### config.mk
export PLATFORM = sky130hd
export DESIGN_NAME = wb_writeback_stage_flat
export DESIGN_NICKNAME = d
export VERILOG_FILES = /design/src/rtl/wb_writeback_stage_if.sv /design/src/rtl/wb_writeback_stage.sv /design/src/flat_wrapper.sv
export SDC_FILE = /design/constraint.sdc
export NUM_CORES = 1
export LEC_CHECK = 0
export CAP_MARGIN = 20
export CORE_MARGIN = 3
export CORE_UTILIZATION = 40
export CTS_BUF_LIST = sky130_fd_sc_hd__clkbuf_8
export DETAILED_ROUTE_END_ITERATION = 7
export PLACE_DENSITY = 0.81
export SLEW_MARGIN = 15
export SYNTH_ARGS = -nofsm -noshare
export SYNTH_HDL_FRONTEND = slang
export SYNTH_SLANG_ARGS = --single-unit
### constraint.sdc
create_clock -name clk -period 4 [get_ports clk]
set_input_delay 0.8 -clock clk [delete_from_list [all_inputs] [get_ports clk]]
set_output_delay 0.8 -clock clk [all_outputs]
set_load 0.005 [all_outputs]
### src/rtl/wb_writeback_stage_if.sv
// MEM -> WB stage bundle: MEM-side controls/results in, register-file write
// port, forwarding tap and retire counter out.
interface wb_writeback_stage_if #(
  parameter int COUNT_W = 32
);
  logic               stall;
  logic               flush;
  logic               mem_valid;
  logic               mem_reg_write;
  logic               mem_mem_to_reg;
  logic [2:0]         mem_load_type;
  logic [1:0]         mem_byte_off;
  logic [31:0]        mem_alu_result;
  logic [31:0]        mem_read_data;
  logic [4:0]         mem_dest_reg;
  logic [31:0]        write_data;
  logic [5:0]         write_register;
  logic               RegWrite;
  logic [1:0]         load_mode;
  logic               fwd_valid;
  logic [4:0]         fwd_reg;
  logic [31:0]        fwd_data;
  logic               misalign_err;
  logic [COUNT_W-1:0] retired_count;

  // MEM stage / environment side
  modport master (
    output stall, flush, mem_valid, mem_reg_write, mem_mem_to_reg,
           mem_load_type, mem_byte_off, mem_alu_result, mem_read_data,
           mem_dest_reg,
    input  write_data, write_register, RegWrite, load_mode, fwd_valid,
           fwd_reg, fwd_data, misalign_err, retired_count
  );

  // write-back stage side
  modport slave (
    input  stall, flush, mem_valid, mem_reg_write, mem_mem_to_reg,
           mem_load_type, mem_byte_off, mem_alu_result, mem_read_data,
           mem_dest_reg,
    output write_data, write_register, RegWrite, load_mode, fwd_valid,
           fwd_reg, fwd_data, misalign_err, retired_count
  );
endinterface

### src/rtl/wb_writeback_stage.sv
// MEM/WB pipeline register with load lane-select/extension, register-file
// write enable generation, WB forwarding tap and retired-instruction counter.
module wb_writeback_stage #(
  parameter int COUNT_W    = 32,
  parameter bit BIG_ENDIAN = 1'b0
) (
  input  logic                 clk,
  input  logic                 rst_n,
  wb_writeback_stage_if.slave  wb
);
  localparam logic [2:0] LT_LH  = 3'b001;
  localparam logic [2:0] LT_LHU = 3'b010;
  localparam logic [2:0] LT_LB  = 3'b011;
  localparam logic [2:0] LT_LBU = 3'b100;

  logic [1:0]         w_byte_sel;
  logic               w_half_sel;
  logic [7:0]         w_byte;
  logic [15:0]        w_half;
  logic [31:0]        w_fmt;
  logic               w_mis;
  logic               w_mis_v;
  logic               w_we;

  logic               r_valid;
  logic [31:0]        r_data;
  logic [4:0]         r_dest;
  logic               r_we;
  logic               r_mis;
  logic [COUNT_W-1:0] r_cnt;

  // lane selection; big-endian mirrors the byte/half order within the word
  always_comb begin
    w_byte_sel = BIG_ENDIAN ? ~wb.mem_byte_off : wb.mem_byte_off;
    w_half_sel = BIG_ENDIAN ? ~wb.mem_byte_off[1] : wb.mem_byte_off[1];
    w_byte     = wb.mem_read_data[{w_byte_sel, 3'b000} +: 8];
    w_half     = w_half_sel ? wb.mem_read_data[31:16] : wb.mem_read_data[15:0];
  end

  // result select, extension and alignment check (loads only)
  always_comb begin
    w_fmt = wb.mem_alu_result;
    w_mis = 1'b0;
    if (wb.mem_mem_to_reg) begin
      case (wb.mem_load_type)
        LT_LH:   begin w_fmt = {{16{w_half[15]}}, w_half}; w_mis = wb.mem_byte_off[0]; end
        LT_LHU:  begin w_fmt = {16'h0000, w_half};         w_mis = wb.mem_byte_off[0]; end
        LT_LB:   w_fmt = {{24{w_byte[7]}}, w_byte};
        LT_LBU:  w_fmt = {24'h000000, w_byte};
        default: begin w_fmt = wb.mem_read_data;           w_mis = (wb.mem_byte_off != 2'b00); end
      endcase
    end
    w_mis_v = wb.mem_valid & w_mis;
    w_we    = wb.mem_valid & wb.mem_reg_write & (wb.mem_dest_reg != 5'd0) & ~w_mis;
  end

  // stage register: flush beats stall beats capture
  always_ff @(posedge clk or negedge rst_n) begin
    if (!rst_n) begin
      r_valid <= 1'b0;
      r_data  <= '0;
      r_dest  <= '0;
      r_we    <= 1'b0;
      r_mis   <= 1'b0;
      r_cnt   <= '0;
    end else if (wb.flush) begin
      r_valid <= 1'b0;
      r_we    <= 1'b0;
      r_mis   <= 1'b0;
    end else if (wb.stall) begin
      r_mis   <= 1'b0;
    end else begin
      r_valid <= wb.mem_valid;
      r_data  <= w_fmt;
      r_dest  <= wb.mem_dest_reg;
      r_we    <= w_we;
      r_mis   <= w_mis_v;
      // misaligned loads never retire; $0 writes and non-writers still do
      if (wb.mem_valid && !w_mis) r_cnt <= r_cnt + 1'b1;
    end
  end

  assign wb.write_data     = r_data;
  assign wb.write_register = {1'b0, r_dest};
  assign wb.RegWrite       = r_we;
  assign wb.load_mode      = 2'b00;
  assign wb.fwd_valid      = r_we;
  assign wb.fwd_reg        = r_dest;
  assign wb.fwd_data       = r_data;
  assign wb.misalign_err   = r_mis;
  assign wb.retired_count  = r_cnt;

endmodule
### src/flat_wrapper.sv
// flat-port wrapper written by rule: the top's interface ports become plain ports
module wb_writeback_stage_flat 
#(
  parameter int COUNT_W    = 32,
  parameter bit BIG_ENDIAN = 1'b0
)
  (clk, rst_n, wb_stall, wb_flush, wb_mem_valid, wb_mem_reg_write, wb_mem_mem_to_reg, wb_mem_load_type, wb_mem_byte_off, wb_mem_alu_result, wb_mem_read_data, wb_mem_dest_reg, wb_write_data, wb_write_register, wb_RegWrite, wb_load_mode, wb_fwd_valid, wb_fwd_reg, wb_fwd_data, wb_misalign_err, wb_retired_count);
  wb_writeback_stage_if #(.COUNT_W(COUNT_W)) wb_i ();
  input  logic clk;
  input  logic rst_n;
  input wire logic [$bits(wb_i.stall)-1:0] wb_stall;
  input wire logic [$bits(wb_i.flush)-1:0] wb_flush;
  input wire logic [$bits(wb_i.mem_valid)-1:0] wb_mem_valid;
  input wire logic [$bits(wb_i.mem_reg_write)-1:0] wb_mem_reg_write;
  input wire logic [$bits(wb_i.mem_mem_to_reg)-1:0] wb_mem_mem_to_reg;
  input wire logic [$bits(wb_i.mem_load_type)-1:0] wb_mem_load_type;
  input wire logic [$bits(wb_i.mem_byte_off)-1:0] wb_mem_byte_off;
  input wire logic [$bits(wb_i.mem_alu_result)-1:0] wb_mem_alu_result;
  input wire logic [$bits(wb_i.mem_read_data)-1:0] wb_mem_read_data;
  input wire logic [$bits(wb_i.mem_dest_reg)-1:0] wb_mem_dest_reg;
  output wire logic [$bits(wb_i.write_data)-1:0] wb_write_data;
  output wire logic [$bits(wb_i.write_register)-1:0] wb_write_register;
  output wire logic [$bits(wb_i.RegWrite)-1:0] wb_RegWrite;
  output wire logic [$bits(wb_i.load_mode)-1:0] wb_load_mode;
  output wire logic [$bits(wb_i.fwd_valid)-1:0] wb_fwd_valid;
  output wire logic [$bits(wb_i.fwd_reg)-1:0] wb_fwd_reg;
  output wire logic [$bits(wb_i.fwd_data)-1:0] wb_fwd_data;
  output wire logic [$bits(wb_i.misalign_err)-1:0] wb_misalign_err;
  output wire logic [$bits(wb_i.retired_count)-1:0] wb_retired_count;
  assign wb_i.stall = wb_stall;
  assign wb_i.flush = wb_flush;
  assign wb_i.mem_valid = wb_mem_valid;
  assign wb_i.mem_reg_write = wb_mem_reg_write;
  assign wb_i.mem_mem_to_reg = wb_mem_mem_to_reg;
  assign wb_i.mem_load_type = wb_mem_load_type;
  assign wb_i.mem_byte_off = wb_mem_byte_off;
  assign wb_i.mem_alu_result = wb_mem_alu_result;
  assign wb_i.mem_read_data = wb_mem_read_data;
  assign wb_i.mem_dest_reg = wb_mem_dest_reg;
  assign wb_write_data = wb_i.write_data;
  assign wb_write_register = wb_i.write_register;
  assign wb_RegWrite = wb_i.RegWrite;
  assign wb_load_mode = wb_i.load_mode;
  assign wb_fwd_valid = wb_i.fwd_valid;
  assign wb_fwd_reg = wb_i.fwd_reg;
  assign wb_fwd_data = wb_i.fwd_data;
  assign wb_misalign_err = wb_i.misalign_err;
  assign wb_retired_count = wb_i.retired_count;
  wb_writeback_stage #(.COUNT_W(COUNT_W), .BIG_ENDIAN(BIG_ENDIAN)) u_core (.clk(clk), .rst_n(rst_n), .wb(wb_i));
endmodule
# Word level (Yosys, flattened, before mapping)
# Cells that the tools add are included.
[word_totals]
output_inout_bits = 112
wordCells = 36
register_bits = 71
inputBits = 81
[classes]
n_eq_ne = 5
mux = 9
add_sub_neg = 1
bitwise = 7
shifts = 1
reduce_logical = 8
[ops]
columns = ["op", "count"]
rows = [
  ["32-bit case mux with 4 select lines", 1],
  ["32-bit by 1-bit adder with 32-bit output, second input constant", 1],
  ["32-bit 2-to-1 mux", 1],
  ["32-bit by 6-bit indexed part select with 8-bit output", 1],
  ["16-bit 2-to-1 mux", 1],
  ["3-bit by 2-bit == test with 1-bit output, second input constant", 2],
  ["1-bit 2-to-1 mux", 5],
  ["5-bit nonzero test", 1],
  ["1-bit bitwise AND", 4],
  ["2-bit OR reduction", 2],
  ["3-bit by 1-bit == test with 1-bit output, second input constant", 1],
  ["3-bit == test, second input constant", 1],
  ["1-bit NOT", 3],
  ["3-bit AND reduction", 1],
  ["2-bit by 1-bit inequality test with 1-bit output, second input constant", 1],
  ["1-bit case mux with 2 select lines", 1],
  ["2-bit AND reduction", 1],
  ["2-bit nonzero test", 1],
  ["1-bit logical AND", 1],
  ["1-bit zero test", 1],
]

# Logic depth before layout (Yosys ltp)
# Gate-level depths: netlist (run 1).
[logic_depth]
depth_word = 8
ltp_mapped = 7
depth_no_buf = 6

# Worst setup path before layout (run 1)
# No wires, ideal clock.
[synth_path]
path_type = "in2reg"
start = "input port wb_mem_byte_off[0]"
end = "register u_core.r_cnt[22] (netlist: u_core.wb.retired_count[22])"
t_arrival_ns = 1.920
required_time_ns = 3.877
setup_time_ns = 0.123
setup_slack_ns = 1.957
n_path_buf = 1
path_stages = 6
path_cell_list = "buf_2 nor3b_4 a31oi_4 a211oi_4 nand4_1 xnor2_1"
[synth_via]
elab_chain_cells = 6
[synth_lines]
columns = ["element", "line", "text"]
rows = [
  ["start: declaration", "flat_wrapper.sv:17", "input wire logic [$bits(wb_i.mem_byte_off)-1:0] wb_mem_byte_off;"],
  ["2-bit nonzero test", "wb_writeback_stage.sv:50", "default: begin w_fmt = wb.mem_read_data; w_mis = (wb.mem_byte_off != 2'b00); end"],
  ["1-bit case mux with 2 select lines (*)", "wb_writeback_stage.sv:45", "case (wb.mem_load_type)"],
  ["1-bit 2-to-1 mux (*)", "wb_writeback_stage.sv:44", "if (wb.mem_mem_to_reg) begin"],
  ["1-bit zero test (*)", "wb_writeback_stage.sv:79", "if (wb.mem_valid && !w_mis) r_cnt <= r_cnt + 1'b1;"],
  ["1-bit logical AND (*)", "wb_writeback_stage.sv:79", ""],
  ["3-bit AND reduction (no source line) (*)", "-", ""],
  ["end signal: assignment", "wb_writeback_stage.sv:79", ""],
  ["end: declaration", "wb_writeback_stage.sv:30", "logic [COUNT_W-1:0] r_cnt;"],
]
# Every way passes the cells marked *; elsewhere a longest branch is shown, timed or not.
# A chain may end at the register's enable or synchronous reset.

# Worst setup path in the final report (run 1)
[layout_path]
start = "input port wb_mem_load_type[0]"
end = "register u_core.r_data[2] (netlist: u_core.wb.fwd_data[2])"
[layout_via]
elab_chain_cells = 3
word_cells_on_any_way = 6
cone_classes = "4 x eq/ne; 2 x mux"
[layout_lines]
columns = ["element", "line", "text"]
rows = [
  ["start: declaration", "flat_wrapper.sv:16", "input wire logic [$bits(wb_i.mem_load_type)-1:0] wb_mem_load_type;"],
  ["3-bit == test, or another cell as far along", "wb_writeback_stage.sv:45", ""],
  ["32-bit case mux with 4 select lines (*)", "wb_writeback_stage.sv:45", ""],
  ["32-bit 2-to-1 mux (*)", "wb_writeback_stage.sv:44", ""],
  ["end signal: assignment", "wb_writeback_stage.sv:74", "r_data <= w_fmt;"],
  ["end: declaration", "wb_writeback_stage.sv:26", "logic [31:0] r_data;"],
]
# Marks and branches as above.

==> results of run 1 <==
==> critical path, cell delays in order <==
cell	delay (ns)
clkdlybuf4s50_1	0.86
nor2_2	0.26
xnor2_2	0.88
a21boi_0	0.27
o221ai_1	0.15
a22o_1	0.15
==> layer usage <==
metal,wire [microns],global-route usage (%),part of all wire (%)
met5,0,0,0
met4,310,6.57,2.2
met3,959,4.64,6.9
met2,6980,38.1,50
met1,5630,27.3,41
==> worst paths after layout <==
path / from / to / slack, ns / depth (start not counted)
min in group asynchronous: rst_n / u_core.wb.retired_count[4] / 0.59 / 1
min reg2reg: u_core.wb.retired_count[31] / u_core.wb.retired_count[31] / 0.48 / 1
max in group asynchronous: rst_n / u_core.wb.fwd_data[28] / 2.84 / 1
max: wb_mem_load_type[0] / u_core.wb.fwd_data[2] / 0.91 / 6
max reg2reg: u_core.wb.retired_count[0] / u_core.wb.retired_count[30] / 2.09 / 6
min: u_core.wb.retired_count[31] / u_core.wb.retired_count[31] / 0.48 / 1
==> stage by stage <==
stage / setup WS [ns] / std cells / hold WS (ns) / util [%]
floorplan: 1.96 / 487 / 0.468 / -
global placement: 0.826 / 747 / 0.464 / 57.7
detailed placement: 0.639 / 747 / 0.476 / 57.7
CTS: 0.999 / 763 / 0.487 / 59.6
global route: 0.794 / 763 / 0.504 / 59.6
finish: 0.908 / 763 / 0.485 / 59.6
==> Yosys cell counts (3+ instances only) <==
cell | n | share of area [%]
buf_2 | 9 | 1.0
o21ai_0 | 48 | 5.4
dfrtp_1 | 71 | 40
inv_1 | 3 | 0.26
buf_4 | 43 | 7.3
mux2i_1 | 17 | 3.9
nand3_1 | 13 | 1.5
a21boi_0 | 11 | 1.9
nor3_2 | 3 | 0.68
a21boi_1 | 5 | 0.85
nand2_1 | 50 | 4.3
nor2b_1 | 9 | 1.3
a21oi_1 | 26 | 3.0
o221ai_1 | 7 | 1.4
and4_1 | 3 | 0.60
or3_1 | 8 | 1.1
a22o_1 | 7 | 1.4
nor2_1 | 33 | 2.8
xnor2_1 | 26 | 5.2
and3_1 | 6 | 0.85
xor2_1 | 6 | 1.2
clkbuf_1 | 12 | 1.0
a211o_1 | 7 | 1.4
o21ai_1 | 13 | 1.5
nand4_1 | 12 | 1.7
==> cell families after synthesis <==
kind of cell / Yosys count / share of synthesized area [%]
AO/OA/AOI/OAI: 136 / 19.8
multiplexers: 19 / 4.37
flip-flops: 71 / 40.3
XOR/XNOR: 32 / 6.35
other: 1 / 0.0850
AND/OR/NAND/NOR: 153 / 18.4
buffers and inverters: 72 / 10.4
adder cells (fa/ha/maj): 1 / 0.284
==> cells in the final DEF, fill, tap and decap left out, types with 7 or more instances in the layout <==
cell type / instances
nand4_1: 12
or3_1: 8
o21ai_1: 13
o21ai_0: 48
a211o_1: 7
dfrtp_1: 71
a21oi_1: 26
nor2b_1: 9
nor2_1: 32
a22o_1: 7
mux2i_1: 17
nand3_1: 13
nand2_1: 50
clkdlybuf4s50_1: 188
xnor2_1: 25
o221ai_1: 7
a21boi_0: 11
clkbuf_8: 10
==> power by group through the flow <==
stage | Clock (uW) | Combinational, uW | Sequential (uW)
after floorplan | 0 | 281 | 884
after global placement | 0 | 617 | 888
after detailed placement | 0 | 630 | 893
after CTS | 600 | 633 | 881
after global routing | 638 | 676 | 895
final | 590 | 625 | 879
==> layout make-up <==
type / instances / area share, %
clock inverter: 6 / 0.978
timing repair buffer: 192 / 30.5
sequential: 71 / 28.4
multi-input combinational: 344 / 35.0
inverter: 4 / 0.240
clock buffer: 10 / 2.20
tap: 136 / 2.72
==> results.tsv, run 1 <==
metric	value	unit
io_buffers	189	
rsz0062_at_grt	no	
hpwl	10.2	mm
synth_edf_count	0	
ctsLongestPathBuffers	2	
final_nets	704	
fin_crit_sh	77.3	%
finalSetupViolations	0	
criticalPathCategory	input port to register	
finalInstanceArea	6270	sq um
crit_fanout	23	
htree_num_levels	3	
synth_area	4410	sq um
vias	4132	
cts_tree	built	
grt_pass1_wl	22.1	mm
diodes	0	
p_per_area	334	nW/um^2
die_x	111	microns
clock-skew-final	0.0105	ns
clkPwrFrac	28.2	%
pwr-share-comb	29.9	%
synth_warnings	0	
fmax	323	MHz
p_sw_share	29.2	%
pin_count	193	
multiInputGateArea	2190	sq um
die-area	12300	sq um
slew_violations	0	
seqCellArea	1780	sq um
wl_per_cell	18.2	microns
grt_util_all_layers	21.9	%
slew_headroom	28.9	%
drc	0	
clkTransAtPathRegs	0.08	ns
syn_to_final_growth	42.1	%
synth_cell_types	53	
yosys_register_bits	71	
hold_viol	0	
tightest_slew	1.06	ns
clk_latency	0.34	ns
p_leak	0.00255	uW
drtAntennaViolNets	0	
ys_async_sr_fraction	100	%
coreArea	10500	sq um
seq_area_frac_synth	40.3	%
cts_sinks	71	
cp.required	4.29	ns
avgSynthCellArea	9.09	sq um
end_kind	register	
drt_iter0_markers	338	
grt_pass1_vias	4237	
report.power.total	2090	uW
grt_max_degree	72	
crit_path_start_kind	input port	
cts_hold_buf	0	
drive_gt1_share	6.70	%
grt_overflow	0	
cts-root-buf	clkbuf_8	
ir_drop	0.168	mV
cp.arrival	3.38	ns
fillers	890	
gp_congestion	0.831	
fp-row-count	37	
synth_cells	485	
viasPerCell	5.42	
power_frac_seq	42.0	%
power_switching	612	uW
die_y	111	microns
outcome	finished, final reports clean	
wl	13.9	mm
fin_crit	3.09	ns
cts_buffers	9	
internal_power	1480	uW
cts_resized	0	
start_util	42.0	%
yosys_most_used_dff	dfrtp_1	
dr.pass1.iters	8	
min_path_type	register to register	
tns	0	ns
placed_cell_area	6070	sq um
antenna_found_initial	0	
drv_cap	0	
cts_setup_buffers	0	
Power figures use the tool's default switching activity.
==> run 2: changes to the inputs <==
==> constraint.sdc (replaced) <==
create_clock -name clk -period 2.97 [get_ports clk]
set_input_delay 0.594 -clock clk [delete_from_list [all_inputs] [get_ports clk]]
set_output_delay 0.594 -clock clk [all_outputs]
set_load 0.005 [all_outputs]
==> run 2 against run 1 <==
Total power grew 39%. Via count grew 0.68%. Critical endpoint is now u_core.wb.retired_count[22]. Clock power rose by 49%. Combinational power increased by 36%. First-iteration DRC count fell by 2.4%. Sequential power up 34%. Hold slack worse by 0.13 ns. Critical path depth unchanged.
==> results.tsv, run 2 (synthesis gave the netlist of run 1 again) <==
metric	value	unit	change
vias	4160		+0.68%
ctsLongestPathBuffers	2		unchanged
antenna_found_initial	0		unchanged
fmax	415	MHz	
drtAntennaViolNets	0		unchanged
crit_slowest_cell	clkdlybuf4s50_1		
power_switching	845	uW	+38%
start_util	42.0	%	unchanged
htree_num_levels	3		unchanged
syn_to_final_growth	43.9	%	
crit_fanout	12		-48%
fp-row-count	37		unchanged
tns	0	ns	unchanged
cp.arrival	2.66	ns	-0.72 ns
min_path_type	input port to async pin		
r2r_cells	6		unchanged
p_sw_share	29.0	%	-0.27 points
cp.required	3.22	ns	-1.07 ns
gp_congestion	0.912		+9.8%
internal_power	2070	uW	+40%
grt_overflow	0		unchanged
place_inst	755		+1.1%
worst_slack	0.560	ns	-0.348 ns
diodes	0		unchanged
drv_cap	0		unchanged
grt_pass1_vias	4220		-0.40%
wl	13.6	mm	-2.1%
pin_count	193		unchanged
post-place-ws	0.210	ns	-0.429 ns
end_kind	register		
report.power.total	2920	uW	+39%
slew_violations	0		unchanged
fin_crit	2.41	ns	
timing.rr.end	u_core.wb.retired_count[22]		
p_per_area	459	nW/um^2	+37%
die_y	111	microns	unchanged
drt_iter0_markers	330		-2.4%
tightest_slew	0.899	ns	-0.162 ns
cts-root-buf	clkbuf_8		
dr.pass1.iters	5		-3
slowest_delay	0.56	ns	-0.32 ns
fillers	892		+0.22%
hold_viol	0		unchanged
r2r_slack	1.09	ns	-1.00 ns
finalSetupViolations	0		unchanged
die_x	111	microns	unchanged
coreArea	10500	sq um	unchanged
cts_sinks	71		unchanged
drive_gt1_share	7.87	%	+1.2 points
final_common_cell	clkdlybuf4s50_1		
slew_headroom	40.1	%	+11 points
layout.cells.non_filler	771		+1.0%
path_cells	clkdlybuf4s50_1, nor2_2, a21oi_2, a211oi_4, nand4_1, xnor2_1		
viasPerCell	5.40		-0.37%
drc	0		unchanged
fin_crit_sh	81.1	%	
die-area	12300	sq um	unchanged
rsz0062_at_grt	no		
grt_max_degree	72		unchanged
io_buffers	189		unchanged
grt_util_all_layers	21.9	%	about the same
clk_latency	0.36	ns	+0.02 ns
cts_resized	0		unchanged
wl_per_cell	17.6	microns	-3.2%
clock-skew-final	0.00793	ns	-0.00255 ns
hpwl	10.2	mm	+0.18%
crit_path_start_kind	input port		
clkTransAtPathRegs	0.08	ns	about the same
cts_hold_buf	0		unchanged
criticalPathCategory	input port to register		
pwr-share-comb	29.2	%	-0.7 points
ir_drop	0.221	mV	+32%
cts_setup_buffers	0		unchanged
outcome	finished, final reports clean		
p_leak	0.00259	uW	+1.5%
cts_buffers	9		unchanged
r2r-start	u_core.wb.retired_count[0]		
clkPwrFrac	30.2	%	+2.0 points
power_frac_seq	40.6	%	-1.4 points
cts_tree	built		
final_cell_mix	clkdlybuf4s50_1 (188), dfrtp_1 (71), nand2_1 (50)		
final_nets	712		+1.1%
grt_pass1_wl	22.1	mm	-0.28%
crit_start	wb_mem_load_type[0]		
-- run 2: cell type report --
| cell class | instances | area, sq um | share of cell area [%] |
|---|---|---|---|
| inverters | 4 | 15.0 | 0.237 |
| clock buffers | 9 | 124 | 1.95 |
| repair buffers | 200 | 1970 | 31.1 |
| multi-input cells | 344 | 2190 | 34.6 |
| clock inverters | 7 | 96.3 | 1.52 |
| flip-flops and latches | 71 | 1780 | 28.0 |
| well taps | 136 | 170 | 2.68 |
-- run 2: worst max-delay path by stage --
stage                                        to  slack [ns]
floorplan           u_core.wb.retired_count[22]        1.13
CTS                 u_core.wb.retired_count[22]        0.55
global placement     u_core.wb.retired_count[4]        0.30
finish              u_core.wb.retired_count[22]        0.56
global route        u_core.wb.retired_count[15]        0.42
detailed placement  u_core.wb.retired_count[22]        0.21
-- run 2: critical path: cells and delay by family --
family                 cells  cell delay (ns)
XOR/XNOR                   1             0.16
AND/OR/NAND/NOR            2             0.65
AO/OA/AOI/OAI              2             0.69
buffers and inverters      1             0.56
-- run 2: metrics by stage --
stage               hold slack (ns)  util (%)  cell area (sq um)
floorplan                     0.298         -               4420
global placement              0.469      58.3               6130
detailed placement            0.470      58.3               6130
CTS                           0.389      60.4               6350
global route                  0.427      60.4               6350
finish                        0.353      60.4               6350
-- run 2: routing by layer --
| metal | up-vias | GRT usage (%) | routed length [microns] |
|---|---|---|---|
| li1 | 1957 | - | - |
| met1 | 1985 | 28.3 | 5680 |
| met2 | 196 | 36.7 | 6710 |
| met3 | 22 | 4.59 | 911 |
| met4 | 0 | 6.90 | 275 |
| met5 | - | 0 | 0 |
-- run 2: power by group through the flow --
stage	combinational (uW)	clock, uW	sequential, uW
CTS	860	889	1190
floorplan	379	0	1190
global route	924	935	1210
global placement	842	0	1200
finish	851	880	1180
detailed placement	856	0	1200
==> run 3: changes to the inputs <==
==> constraint.sdc (replaced) <==
create_clock -name clk -period 2.4 [get_ports clk]
set_input_delay 0.48 -clock clk [delete_from_list [all_inputs] [get_ports clk]]
set_output_delay 0.48 -clock clk [all_outputs]
set_load 0.005 [all_outputs]
==> run 3 against run 2 <==
Global-route usage rose by 0.11 points. Clock skew shrank 0.0019 ns. Clock-buffer cell count stayed put. Hold slack got worse by 0.090 ns. Core utilization increased by 0.87 points.
==> results.tsv, run 3 (synthesis gave the netlist of run 1 again) <==
metric	value	unit	change
cts_tree	built		
grt_use_met1	26.4	%	-2.0 points
fin_crit_sh	85.9	%	
clock-skew-final	0.00601	ns	-0.00192 ns
crit_path_start_kind	input port		
fp-row-count	37		unchanged
fin_crit	2.06	ns	
tightest_slew	0.892	ns	-0.00713 ns
ir_drop	0.317	mV	+43%
place_inst	770		+2.0%
vias	4221		+1.5%
drt_iter0_markers	255		-23%
fillers	945		+5.9%
drtAntennaViolNets	0		unchanged
r2r_slack	0.54	ns	-0.55 ns
wl_per_cell	17.4	microns	-1.0%
r2r_cells	6		unchanged
antenna_found_initial	0		unchanged
cp.arrival	2.34	ns	-0.32 ns
clkTransAtPathRegs	0.08	ns	about the same
outcome	finished, final reports clean		
gp_congestion	0.829		-9.1%
wl	13.7	mm	+0.76%
fmax	485	MHz	
cts-root-buf	clkbuf_8		
clkPwrFrac	27.0	%	-3.2 points
cts_sinks	71		unchanged
drc	0		unchanged
cp.required	2.68	ns	-0.54 ns
rsz0062_at_grt	no		
syn_to_final_growth	46.0	%	
met3_usage	5.19	%	+0.60 points
slew_headroom	40.6	%	+0.48 points
pwr-share-comb	30.8	%	+1.6 points
grt_pass1_wl	22.2	mm	+0.47%
ctsLongestPathBuffers	2		unchanged
cts_buffers	9		unchanged
drv_cap	0		unchanged
power_frac_seq	42.2	%	+1.6 points
power_switching	1020	uW	+20%
final_cell_mix	clkdlybuf4s50_1 (188), dfrtp_1 (71), nand2_1 (50)		
pin_count	193		unchanged
grt_overflow	0		unchanged
internal_power	2460	uW	+19%
drive_gt1_share	10.0	%	+2.1 points
coreArea	10500	sq um	unchanged
tns	0	ns	unchanged
die-area	12300	sq um	unchanged
clk_latency	0.34	ns	-0.02 ns
viasPerCell	5.38		-0.34%
die_x	111	microns	unchanged
p_leak	0.00266	uW	+2.7%
p_per_area	540	nW/um^2	+18%
die_y	111	microns	unchanged
io_buffers	189		unchanged
grt_util_all_layers	22.0	%	+0.11 points
criticalPathCategory	input port to register		
htree_num_levels	3		unchanged
end_kind	register		
r2r-start	u_core.wb.retired_count[0]		
grt_busiest_layer	met2		
hpwl	10.7	mm	+4.2%
grt_pass1_vias	4348		+3.0%
grt_max_degree	72		unchanged
final_common_cell	clkdlybuf4s50_1		
slew_violations	0		unchanged
finalSetupViolations	0		unchanged
crit_fanout	8		-4
layout.cells.non_filler	785		+1.8%
start_util	42.0	%	unchanged
min_path_type	input port to async pin		
diodes	0		unchanged
dr.pass1.iters	4		-1
cts_setup_buffers	0		unchanged
timing.rr.end	u_core.wb.retired_count[30]		
met2_usage	39.1	%	+2.4 points
cts_resized	0		unchanged
p_sw_share	29.2	%	+0.22 points
hold_viol	0		unchanged
final_nets	727		+2.1%
cts_hold_buf	0		unchanged
==> run 3: cell count changes in the layout (fill, tap and decap cells not counted), sizes merged <==
cell / change
clkinv: +5
clkinvlp: -2
buf: +15
bufinv: -1
inv: -3
==> run 3: metrics by stage <==
stage	setup WS, ns	power, uW	util, %	area (sq um)	hold slack, ns
2_1_floorplan	0.677	1940	-	4420	0.184
3_3_place_gp	0.0968	2540	59.5	6250	0.460
3_5_place_dp	0.00217	2570	59.5	6250	0.463
4_1_cts	0.367	3520	61.3	6440	0.286
5_1_grt	0.243	3680	61.3	6440	0.308
6_report	0.339	3480	61.3	6440	0.263
==> run 3: cell type report <==
| cell class | instances | area (sq um) | share of cell area [%] |
|---|---|---|---|
| Clock inverter | 6 | 62.6 | 0.972 |
| Clock buffer | 9 | 124 | 1.92 |
| Tap cell | 136 | 170 | 2.64 |
| Multi-Input combinational cell | 344 | 2190 | 34.1 |
| Inverter | 4 | 15.0 | 0.233 |
| Timing Repair Buffer | 215 | 2100 | 32.6 |
| Sequential cell | 71 | 1780 | 27.6 |
==> run 3: how the worst max path moves through the flow <==
stage	startpoint	endpoint	slack (ns)	cells after the start
CTS	wb_mem_load_type[2]	u_core.wb.fwd_data[0]	0.37	7
finish	wb_mem_load_type[2]	u_core.wb.fwd_data[0]	0.34	7
floorplan	wb_mem_byte_off[0]	u_core.wb.retired_count[22]	0.68	6
detailed placement	wb_mem_byte_off[1]	u_core.wb.fwd_data[8]	0.002	6
global placement	wb_mem_load_type[2]	u_core.wb.fwd_data[6]	0.1	7
global route	wb_mem_byte_off[1]	u_core.wb.fwd_data[9]	0.24	6
==> run 3: routing by layer <==
metal  vias up  routed length, microns
met4         0                     229
met5         -                       0
met1      2055                    5660
li1       1982                       -
met3        19                     817
met2       165                    6970
==> run 3: critical path, cell delays in order <==
cell	delay, ns
clkdlybuf4s50_1	0.57
buf_4	0.19
or3b_1	0.39
nand2_1	0.08
nand2_1	0.18
o221ai_1	0.29
a22o_1	0.16
==> run 3: power by group through the flow <==
stage / clock network (uW) / registers [uW] / logic [uW]
final: 939 / 1470 / 1070
after global placement: 0 / 1480 / 1060
after floorplan: 0 / 1470 / 468
after detailed placement: 0 / 1490 / 1080
after global routing: 1020 / 1500 / 1160
after CTS: 961 / 1470 / 1080
==> variant 1 (flow settings as in run 3) <==
`COUNT_W` is set to 32 in 3 places; all go to 16.
--- a/src/rtl/wb_writeback_stage_if.sv
+++ b/src/rtl/wb_writeback_stage_if.sv
@@ -2,5 +2,5 @@
 // port, forwarding tap and retire counter out.
 interface wb_writeback_stage_if #(
-  parameter int COUNT_W = 32
+  parameter int COUNT_W = 16
 );
   logic               stall;
--- a/src/rtl/wb_writeback_stage.sv
+++ b/src/rtl/wb_writeback_stage.sv
@@ -2,5 +2,5 @@
 // write enable generation, WB forwarding tap and retired-instruction counter.
 module wb_writeback_stage #(
-  parameter int COUNT_W    = 32,
+  parameter int COUNT_W    = 16,
   parameter bit BIG_ENDIAN = 1'b0
 ) (
--- a/src/flat_wrapper.sv
+++ b/src/flat_wrapper.sv
@@ -2,5 +2,5 @@
 module wb_writeback_stage_flat 
 #(
-  parameter int COUNT_W    = 32,
+  parameter int COUNT_W    = 16,
   parameter bit BIG_ENDIAN = 1'b0
 )
Ports: changed (resized wb_retired_count); port bits go from 193 to 177. No check against the original RTL was run, so the function may have changed too.
==> variant 1 against run 3 <==
- maximum frequency fell by 2.6%
- power fell by 19%
- worst setup slack got worse by 0.055 ns
- routed wire length fell by 15%
- sequential cell count fell by 16
- cell area fell by 18%
- area after synthesis fell by 19%
- critical path type unchanged
- largest cell class is now non-clock buffers
- largest power group unchanged
==> variant 1: results (changes against run 3) <==
[global_route]
antenna_found_initial = 0  ; unchanged
grt_max_degree = 35  ; -51%
grt_usage_pct = 23.1  ; +1.1 points
grt_pass1_wl_mm = 18.5  ; -16%

[detailed_routing]
routedWlPerCell_um = 17.8  ; +1.9%
top_layer = met4
vias = 3580  ; -15%
routed-wl-met2_mm = 5.91  ; -15%
drt_iter0_drc = 166  ; -35%
wl_met1_mm = 4.72  ; -17%
routed-wl-met3_um = 898  ; +9.9%
firstDrtPassIters = 5  ; +1

[clock_network]
clk_pin_slew_ns = 0.11  ; +0.03 ns
post_cts_resized = 0  ; unchanged
clockRootBuffer = clkbuf_8
worstSkewPairLatency_ns = 0.31  ; -0.03 ns
cts_buffer_depth = 2  ; unchanged
post_cts_buffers = 0  ; unchanged
cts_buffers = 5  ; -4
h-tree-depth = 2  ; -1

[outcome]
status = complete, no violations

[final_layout]
fillers = 734  ; -22%
drive_above_1_share_pct = 9.26  ; -0.76 points
fin_cells = 656  ; -16%
nNetsFinal = 632  ; -13%
n_antenna_cell = 0  ; unchanged
largest_register_ffs = 32

[power]
p_sw_share_pct = 31.0  ; +1.8 points
vdd_ir_drop_max_mv = 0.271  ; -14%
power_leakage_nw = 2.16  ; -19%

[hold_path]
hold_class = input pin to async pin

[floorplan]
rows = 33  ; -11%

[logic_synthesis]
synthTopCellsByCount = 55 x dfrtp_1, 45 x o21ai_0, 43 x buf_4, 43 x nand2_1, 30 x nor2_1
async_flop_share_pct = 100  ; unchanged
ys_top_cells_by_area = dfrtp_1 39%, buf_4 9.0%, o21ai_0 6.3%
synth_cell_types = 40  ; -25%
synth_sequential_area_ratio_pct = 38.5  ; -1.7 points
ys_warn_count = 0  ; unchanged
syn_area_per_cell_sq_um = 8.65  ; -4.9%

[place]
place.gp.congestion = 0.885  ; +6.7%
dp_hpwl_mm = 9.23  ; -14%
placed_cells = 648  ; -16%
io_buffers = 173  ; -8.5%

[timing]
slew-limit-headroom_pct = 56.7  ; +16 points
skew_ns = 0.00339  ; -0.00261 ns

[worst_setup_path]
path_delay_family = buffers and inverters
critPathArrivalTime_ns = 2.29  ; -0.05 ns
cp-startpoint = wb_mem_byte_off[1]
cp_slowest_cell = clkdlybuf4s50_1
regToRegStartpoint = u_core.wb.retired_count[5]
crit_fanout = 7  ; -1
max_stage_delay_ns = 0.59  ; +0.02 ns

==> variant 1: changes by cell type after synthesis, sizes merged, moves of 9 or more <==
cell,delta
a21boi,-9
dfrtp,-16
inv,+9
nand3,-11
nor2b,-9
o21ai,-16
or3,+15
xnor2,-11
==> variant 1: layer usage <==
| layer | GRT usage (%) | up-vias |
|---|---|---|
| met2 | 40.5 | 171 |
| met5 | 0 | - |
| li1 | - | 1689 |
| met3 | 4.15 | 14 |
| met1 | 29.9 | 1706 |
| met4 | 4.97 | 0 |
==> variant 1: cell families (layout without fill, tap and decap cells) <==
logic type / Yosys count / count (layout) / synth area share, %
AO/OA/AOI/OAI: 117 / 117 / 21.3
AND/OR/NAND/NOR: 123 / 123 / 16.5
multiplexers: 19 / 19 / 5.61
buffers and inverters: 81 / 217 / 13.6
flip-flops: 55 / 55 / 38.5
other: 1 / 3 / 0.105
adder cells (fa/ha/maj): 1 / 1 / 0.350
XOR/XNOR: 16 / 16 / 3.92
==> variant 1: worst paths after layout <==
path	slack [ns]	endpoint	cells past startpoint
worst min-delay path	0.18	u_core.wb.fwd_data[22]	1
worst min register to register	0.49	u_core.wb.retired_count[15]	1
worst max-delay path	0.28	u_core.wb.fwd_data[11]	6
max in group asynchronous	1.52	u_core.wb.fwd_data[29]	2
worst max register to register	0.91	u_core.wb.retired_count[14]	5
min in group clk	0.49	u_core.wb.retired_count[15]	1
==> variant 1: area by class of cell <==
| cell class | count | share of cell area, % |
|---|---|---|
| Tap cell | 105 | 2.48 |
| Clock inverter | 3 | 0.520 |
| Timing Repair Buffer | 196 | 36.1 |
| Multi-Input combinational cell | 279 | 32.6 |
| Sequential cell | 55 | 26.0 |
| Inverter | 13 | 0.922 |
| Clock buffer | 5 | 1.30 |
==> variant 1: metrics by stage <==
stage               util [%]  hold WS (ns)  worst slack (ns)  total power [mW]  cell area, sq um
floorplan                  -         0.184             0.608              1.66              3580
global placement        61.7         0.460             0.105              2.26              5190
detailed placement      61.7         0.476           -0.0308              2.29              5190
CTS                     62.8         0.195             0.312              2.85              5290
global route            62.8         0.238             0.171              2.97              5290
finish                  62.8         0.177             0.285              2.82              5290
==> variant 1: worst register-to-register path: cells and delay by family (launching register included) <==
| kind | cells | cell delay [ns] |
|---|---|---|
| flip-flops | 1 | 0.45 |
| XOR/XNOR | 1 | 0.15 |
| AND/OR/NAND/NOR | 4 | 0.79 |
==> variant 1: power groups by stage <==
stage	registers, mW	clock network [mW]	logic (mW)
finish	1.19	0.558	1.08
CTS	1.19	0.569	1.09
floorplan	1.19	0	0.468
detailed placement	1.21	0	1.08
global route	1.21	0.599	1.16
global placement	1.20	0	1.06
==> variant 2 (config.mk and constraints of run 3) <==
Made on the original files. Make the reset (`rst_n`) synchronous in one clocked block.
--- a/src/rtl/wb_writeback_stage.sv
+++ b/src/rtl/wb_writeback_stage.sv
@@ -56,5 +56,5 @@
 
   // stage register: flush beats stall beats capture
-  always_ff @(posedge clk or negedge rst_n) begin
+  always_ff @(posedge clk) begin
     if (!rst_n) begin
       r_valid <= 1'b0;
Function: differs if rst_n is asserted again (counterexample within 4 cycles, from zero or initial values and one cycle with rst_n low); with rst_n held inactive, the same outputs for 10 cycles.
==> variant 2 against run 3 <==
- power down 20%
- cell area is 2.5% lower
- sequential cell count stayed put
- worst setup slack worse by 0.25 ns
- routed wire length up 12%
- non-clock buffer count is 20 higher
- first-iteration DRC count up 38%
- count of clock-buffer cells in the layout is the same
- area after synthesis decreased by 6.7%
- critical path type unchanged
- largest cell class is now non-clock buffers
==> variant 2: results (changes against run 3) <==
[worst_setup_path]
regToRegStartpoint = u_core.wb.retired_count[4]
cp-endpoint = u_core.wb.retired_count[27]
cp-startpoint = wb_mem_valid
r2r_slack_ns = 0.19  ; -0.35 ns
critPathArrivalTime_ns = 2.59  ; +0.25 ns
r2r_cells = 5  ; -1
crit_fanout = 8  ; unchanged

[global_route]
antenna_found_initial = 0  ; unchanged
overflow = 0  ; unchanged
grt_pass1_vias = 4555  ; +4.8%
grt_max_degree = 64  ; -11%
grt_usage_pct = 25.9  ; +3.8 points
grt_pass1_wl_mm = 23.7  ; +6.8%

[clock_network]
worstSkewPairLatency_ns = 0.34  ; about the same
post_cts_resized = 0  ; unchanged
cts_buffers = 9  ; unchanged
clockRootBuffer = clkbuf_8
post_cts_buffers = 0  ; unchanged
h-tree-depth = 3  ; unchanged
cts_buffer_depth = 2  ; unchanged

[final_layout]
drive_above_1_share_pct = 10.9  ; +0.92 points
nNetsFinal = 755  ; +3.9%
n_antenna_cell = 0  ; unchanged
fillers = 838  ; -11%

[place]
dpl_worst_slack_ns = -0.292  ; -0.294 ns
dp_hpwl_mm = 11.5  ; +7.9%
place.gp.congestion = 0.842  ; +1.5%
placed_area_sq_um = 6100  ; -2.5%
io_buffers = 189  ; unchanged

[logic_synthesis]
synth_sequential_area_ratio_pct = 34.5  ; -5.8 points
ys_warn_count = 0  ; unchanged
async_flop_share_pct = 0  ; -100 points
synth_cell_types = 52  ; -1.9%
ys_top_cells_by_area = dfxtp_1 35%, buf_4 7.5%, nand2_1 7.4%
synthTopCellsByCount = 81 x nand2_1, 71 x dfxtp_1, 41 x buf_4, 37 x o21ai_0, 30 x clkbuf_1
synthFlopType = dfxtp_1

[detailed_routing]
routed_wl_mm = 15.3  ; +12%
top_layer = met4
drt_iter0_drc = 352  ; +38%
firstDrtPassIters = 6  ; +2
routed-wl-met2_mm = 7.84  ; +12%
vias = 4674  ; +11%
routed-wl-met3_mm = 1.44  ; +76%
wl_met1_mm = 5.69  ; +0.51%

[hold_path]
hold_class = flip-flop to flip-flop

[timing]
fin_crit_ns = 2.31  ; +0.252 ns
worst_pin_slew_ns = 0.554  ; -0.338 ns
skew_ns = 0.00739  ; +0.00138 ns

[outcome]
status = complete, no violations

[power]
power_leakage_nw = 2.18  ; -18%
vdd_ir_drop_max_mv = 0.310  ; -2.3%

==> variant 2: per-layer routing <==
layer / track usage, % / up-vias
li1: - / 2163
met2: 45.2 / 260
met1: 31.0 / 2229
met4: 9.83 / 0
met3: 5.58 / 22
met5: 0 / -
==> variant 2: cell type report <==
class / instances / area [sq um] / share of cell area (%)
repair buffers: 235 / 2280 / 36.3
multi-input cells: 344 / 2190 / 34.9
flip-flops and latches: 71 / 1420 / 22.6
well taps: 133 / 166 / 2.65
clock buffers: 9 / 124 / 1.97
clock inverters: 6 / 55.1 / 0.877
inverters: 12 / 45.0 / 0.718
==> variant 2: worst min-delay path by stage <==
stage,start,cells after the start,slack [ns],endpoint
3_5_place_dp,u_core.wb.fwd_reg[1],2,0.47,u_core.wb.fwd_reg[1]
6_report,u_core.wb.fwd_reg[1],2,0.48,u_core.wb.fwd_reg[1]
2_1_floorplan,u_core.wb.retired_count[31],2,0.46,u_core.wb.retired_count[31]
3_3_place_gp,u_core.wb.fwd_reg[2],2,0.46,u_core.wb.fwd_reg[2]
4_1_cts,u_core.wb.fwd_reg[1],2,0.48,u_core.wb.fwd_reg[1]
5_1_grt,u_core.wb.fwd_data[6],2,0.50,u_core.wb.fwd_data[6]
==> variant 2: cell families (layout without fill, tap and decap cells) <==
family,Yosys count,in the layout,synth area share [%]
buffers and inverters,91,262,12.6
and+or+nand+nor,167,167,19.5
adders and majority gates,2,2,0.547
xor gates and xnor gates,14,14,2.98
muxes,13,13,5.29
other,1,3,0.0911
DFF,71,71,34.5
AOI/OAI and AO/OA,145,145,24.5
==> variant 2: metrics by stage <==
step / instances / hold slack [ns]
floorplan: 506 / 0.462
global placement: 795 / 0.460
detailed placement: 795 / 0.467
CTS: 810 / 0.478
global route: 810 / 0.496
finish: 810 / 0.477
==> variant 2: report_power, final <==
group          internal [mW]  switching (mW)
sequential              1.21          0.0339
combinational          0.356           0.262
clock                  0.463           0.449
total                   2.03           0.746
==> variant 2: worst max-delay path, stage by stage <==
cell and delay (ns):
clkdlybuf4s50_1 0.52, or3b_4 0.40, or2_1 0.28, a21o_1 0.24
or4_1 0.50, a21oi_1 0.16
